===== config.mk =====
export PLATFORM = sky130hd
export DESIGN_NAME = multiword_comparator
export DESIGN_NICKNAME = d
export VERILOG_FILES = /design/src/rtl/multiword_comparator.sv
export SDC_FILE = /design/constraint.sdc
export NUM_CORES = 1
export LEC_CHECK = 0
export CAP_MARGIN = 20
export CORE_ASPECT_RATIO = 0.9
export CORE_MARGIN = 3
export CORE_UTILIZATION = 40
export DETAILED_ROUTE_END_ITERATION = 16
export PLACE_DENSITY = 0.72
export SLEW_MARGIN = 20
export SYNTH_ARGS = -nofsm -noshare
export SYNTH_HDL_FRONTEND = slang
export SYNTH_SLANG_ARGS = --single-unit

===== constraint.sdc =====
create_clock -name clk -period 2.45 [get_ports clk]
set_clock_uncertainty 0.15 [all_clocks]
set_input_delay 0.49 -clock clk [delete_from_list [all_inputs] [get_ports clk]]
set_output_delay 0.49 -clock clk [all_outputs]
set_load 0.05 [all_outputs]

===== src/rtl/multiword_comparator.sv =====
// Sequential multi-word magnitude comparator.
// Operands A and B are streamed one WIDTH-bit word pair per cycle, most
// significant word first. Only the first word (MSW) is compared signed when
// is_signed is set; the remaining words are always unsigned. The first
// difference found decides the result. The equal/greater/less/len_err flags
// are registered and held until the next out_valid pulse.
module multiword_comparator #(
  parameter int WIDTH     = 8,
  parameter int MAX_WORDS = 4
) (
  input  logic             clk,
  input  logic             rst,
  input  logic             in_valid,
  input  logic             in_last,
  input  logic             is_signed,
  input  logic [WIDTH-1:0] A,
  input  logic [WIDTH-1:0] B,
  output logic             out_valid,
  output logic             is_equal,
  output logic             is_great,
  output logic             is_less,
  output logic             len_err
);

  localparam int CW = $clog2(MAX_WORDS + 1);
  localparam logic [CW-1:0] MAXW_C = CW'(MAX_WORDS);

  typedef enum logic [1:0] {
    S_IDLE  = 2'd0,
    S_ACCUM = 2'd1,
    S_DROP  = 2'd2
  } state_t;

  typedef enum logic [1:0] {
    DEC_EQ = 2'd0,
    DEC_GT = 2'd1,
    DEC_LT = 2'd2
  } dec_t;

  // Compare one word pair. sgn selects two's-complement interpretation.
  function automatic dec_t cmp_word(input logic [WIDTH-1:0] a,
                                    input logic [WIDTH-1:0] b,
                                    input logic             sgn);
    dec_t d;
    d = DEC_EQ;
    if (sgn) begin
      if ($signed(a) > $signed(b))      d = DEC_GT;
      else if ($signed(a) < $signed(b)) d = DEC_LT;
    end else begin
      if (a > b)      d = DEC_GT;
      else if (a < b) d = DEC_LT;
    end
    return d;
  endfunction

  state_t          r_state;
  state_t          w_state_nxt;
  logic [CW-1:0]   r_count;
  logic [CW-1:0]   w_count_nxt;
  dec_t            r_dec;
  dec_t            w_dec_nxt;
  dec_t            w_word_dec;
  logic            w_fire;
  logic            w_ovf;

  // Sequencer state, word count and running decision.
  always_ff @(posedge clk) begin
    if (rst) begin
      r_state <= S_IDLE;
      r_count <= '0;
      r_dec   <= DEC_EQ;
    end else begin
      r_state <= w_state_nxt;
      r_count <= w_count_nxt;
      r_dec   <= w_dec_nxt;
    end
  end

  // Next-state logic: decision update, length tracking, result strobes.
  always_comb begin
    w_state_nxt = r_state;
    w_count_nxt = r_count;
    w_dec_nxt   = r_dec;
    w_fire      = 1'b0;
    w_ovf       = 1'b0;
    // The sign only matters on the first word; lower words are magnitudes.
    w_word_dec  = cmp_word(A, B, (r_state == S_IDLE) ? is_signed : 1'b0);

    if (in_valid) begin
      case (r_state)
        S_IDLE: begin
          w_dec_nxt   = w_word_dec;
          w_count_nxt = CW'(1);
          if (in_last) begin
            w_fire = 1'b1;
          end else if (MAX_WORDS == 1) begin
            w_fire      = 1'b1;
            w_ovf       = 1'b1;
            w_state_nxt = S_DROP;
          end else begin
            w_state_nxt = S_ACCUM;
          end
        end
        S_ACCUM: begin
          // Once a higher word differs, lower words cannot change the outcome.
          if (r_dec == DEC_EQ) w_dec_nxt = w_word_dec;
          w_count_nxt = r_count + CW'(1);
          if (in_last) begin
            w_fire      = 1'b1;
            w_state_nxt = S_IDLE;
          end else if (w_count_nxt == MAXW_C) begin
            w_fire      = 1'b1;
            w_ovf       = 1'b1;
            w_state_nxt = S_DROP;
          end
        end
        S_DROP: begin
          // Tail of an over-long operand: swallow words until the last one.
          if (in_last) w_state_nxt = S_IDLE;
        end
        default: begin
          w_state_nxt = S_IDLE;
        end
      endcase
    end
  end

  // Registered result flags, updated only when a result is produced.
  always_ff @(posedge clk) begin
    if (rst) begin
      out_valid <= 1'b0;
      is_equal  <= 1'b0;
      is_great  <= 1'b0;
      is_less   <= 1'b0;
      len_err   <= 1'b0;
    end else begin
      out_valid <= w_fire;
      if (w_fire) begin
        is_equal <= (w_dec_nxt == DEC_EQ);
        is_great <= (w_dec_nxt == DEC_GT);
        is_less  <= (w_dec_nxt == DEC_LT);
        len_err  <= w_ovf;
      end
    end
  end

endmodule

==> reports/metrics.yaml <==
logic_synthesis:
  synth-edff-count: 0
  yosys_warnings: 0
  synth_seq_cells: 12
  synth-main-ff-cell: "dfxtp_1"
  synth_fp_nets: 121
  synth_cells: 90
  ys_async_sr_fraction_pct: 0
  synth.distinct_cells: 33
  mappedNetlistArea_um2: 775.7
  synth-seq-area-share_pct: 30.97
  postSynthAreaPerCell_um2: 8.619
final_layout:
  final_cell_mix: "clkdlybuf4s50_1 (25), dfxtp_1 (12), inv_1 (10), ha_1 (10), a21oi_1 (9)"
  drive_above_1_share_pct: 14.17
  finalNonFillerCells: 144
  final_common_cell: "clkdlybuf4s50_1"
  final_util_pct: 62.93
  layout.nets: 152
  finish.instance_area_um2: 1102
  syn2layout_area_growth_pct: 42.10
  num_antenna_cells: 0
hold_path:
  hp-start: "r_count[1]$_SDFFE_PP0P_"
  worstHoldPathType: "reg -> reg"
  hold_end: "r_count[1]$_SDFFE_PP0P_"
  min_path_cells: 2
placement:
  place_inst: 140
  place_congestion: 0.7544
  port_buffers: 25
  dpl_cell_area_um2: 1066
  dp_hpwl_mm: 1.375
worst_setup_path:
  regToRegSetupSlack_ns: 0.62
  crit_required_ns: 2.46
  r2r_cells: 6
  critPathLaunchType: "input port"
  crit_fanout: 4
  critical_path_class: "in -> reg"
  reg2reg_from: "r_count[0]$_SDFFE_PP0P_"
  endpoint_kind: "register"
  arrival_ns: 2.33
  reg2reg_to: "is_great$_SDFFE_PP0P_"
global_route:
  grt_use_total_pct: 15.12
  grt_pass1_vias: 676
  gr-total-overflow: 0
  antenna_found_initial: 0
  grt_max_degree: 14
  grt_pass1_wl_mm: 2.766
pwr:
  p_int_mw: 0.3690
  seqPwrFrac_pct: 41.9
  combPwrFrac_pct: 27.6
  p_per_area_nw_per_um2: 461.3
  p_sw_mw: 0.1395
  power.share.clock_pct: 30.5
  swShare_pct: 27.43
  power.leakage_nw: 0.4834
  vdd_ir_drop_max_mv: 0.3759
cts:
  cts_hold_buf: 0
  cts-root-buf: "clkbuf_4"
  insertion_delay_ns: 0.27
  ctsResizeCount: 0
  htreeDepth: 1
  cts_tree: "yes"
  cts_buffers: 3
  cts.clk_slew.worst_paths_ns: 0.07
  cts_setup_buffers: 0
  cts_max_path_buffers: 2
  cts_sinks: 12
die:
  start_util_pct: 44.29
  coreArea_um2: 1752
  die_w_um: 52.42
  die_h_um: 47.78
  rows: 14
  pin_count: 26
  dieArea_um2: 2505
routing:
  first_pass_iters: 4
  ant_nets: 0
  wire_per_inst_um: 11.79
  vias: 726
  drt-initial-drc-count: 8
  vias_per_cell: 5.042
  routed_wl_mm: 1.698
  drt_drc_violations_left: 0
timing:
  setup_viol: 0
  grt_setup_unrepaired: "false"
  setup_tns_ns: 0
  drv_slew: 0
  layout_min_cycle_time_ns: 2.313
  max_slew_margin_pct: 66.90
  clock.fmax_mhz: 432.3
  min_period_over_period_pct: 94.42
  report.final.hold_viol_count: 0
  worst_pin_slew_ns: 0.4949
outcome:
  status: "completed"
flow_run:
  cap_viol_max_count: 0
area by class of cell:
class,instances,area (um^2)
timing repair buffer,29,280.3
inverter,10,37.54
tap,24,30.03
clock buffer,4,36.28
sequential,12,240.2
multi-input combinational,65,478.0
fill,160,649.4
state kept, by name, summed over array words and instances (netlist names):
register   cells
is_less        1
is_great       1
r_dec          2
len_err        1
r_count        3
is_equal       1
out_valid      1
r_state        2
power by group through the flow:
stage	clock network [mW]	logic, mW	registers (mW)
after floorplan	0	0.0717	0.227
after global placement	0	0.137	0.217
after detailed placement	0	0.141	0.217
after CTS	0.160	0.142	0.213
after global routing	0.166	0.154	0.214
final	0.155	0.141	0.213
routing by layer:
metal	track usage (%)	up-vias	part of all wire (%)
met5	0	-	0
met4	1.531	0	0
met3	5.919	0	6.1
met2	25.50	17	46
met1	19.17	326	48
li1	-	383	-
through the flow:
step | power [mW] | setup WS, ns | hold WS (ns)
4_1_cts | 0.5148 | 0.1408 | 0.3320
3_3_place_gp | 0.3542 | -0.1024 | 0.3167
5_1_grt | 0.5348 | 0.04454 | 0.3634
2_1_floorplan | 0.2982 | 0.4204 | 0.3023
3_5_place_dp | 0.3581 | -0.1546 | 0.3216
6_report | 0.5085 | 0.1368 | 0.3310
worst max-delay path: stages:
cell and delay, ns:
clkdlybuf4s50_1 0.45, inv_1 0.04, ha_1 0.31, a21oi_1 0.14, o21ai_0 0.12, a31o_2 0.25, o211ai_2 0.15, nand2_1 0.10
a32o_1 0.27
worst max-delay path by stage:
stage                     depth (start not counted)  startpoint                     to
after detailed placement                          9        B[7]  is_great$_SDFFE_PP0P_
after floorplan                                   8        B[7]  is_great$_SDFFE_PP0P_
after global placement                            9        B[7]  is_great$_SDFFE_PP0P_
after global routing                              9        B[7]  is_great$_SDFFE_PP0P_
final                                             9        B[7]  is_great$_SDFFE_PP0P_
after CTS                                         9        B[7]  is_great$_SDFFE_PP0P_
Yosys cell counts (all sizes together) (2+ instances only):
cell,instances,share of area (%)
a21oi,11,8.1
a32o,2,2.6
buf,2,2.1
dfxtp,12,31
ha,10,16
inv,10,4.8
nand2,3,1.5
nand4,3,2.4
nor2,8,3.9
nor2b,4,3.2
o211ai,2,2.6
o21ai,6,4.8
kinds of logic after synthesis:
kind of cell	Yosys count	share of synthesized area (%)
adder cells (fa/ha/maj)	10	16.13
XOR/XNOR	1	1.129
buffers and inverters	13	7.419
AND/OR/NAND/NOR	25	17.10
flip-flops	12	30.97
AO/OA/AOI/OAI	29	27.26
(Power assumes the default switching activity.)
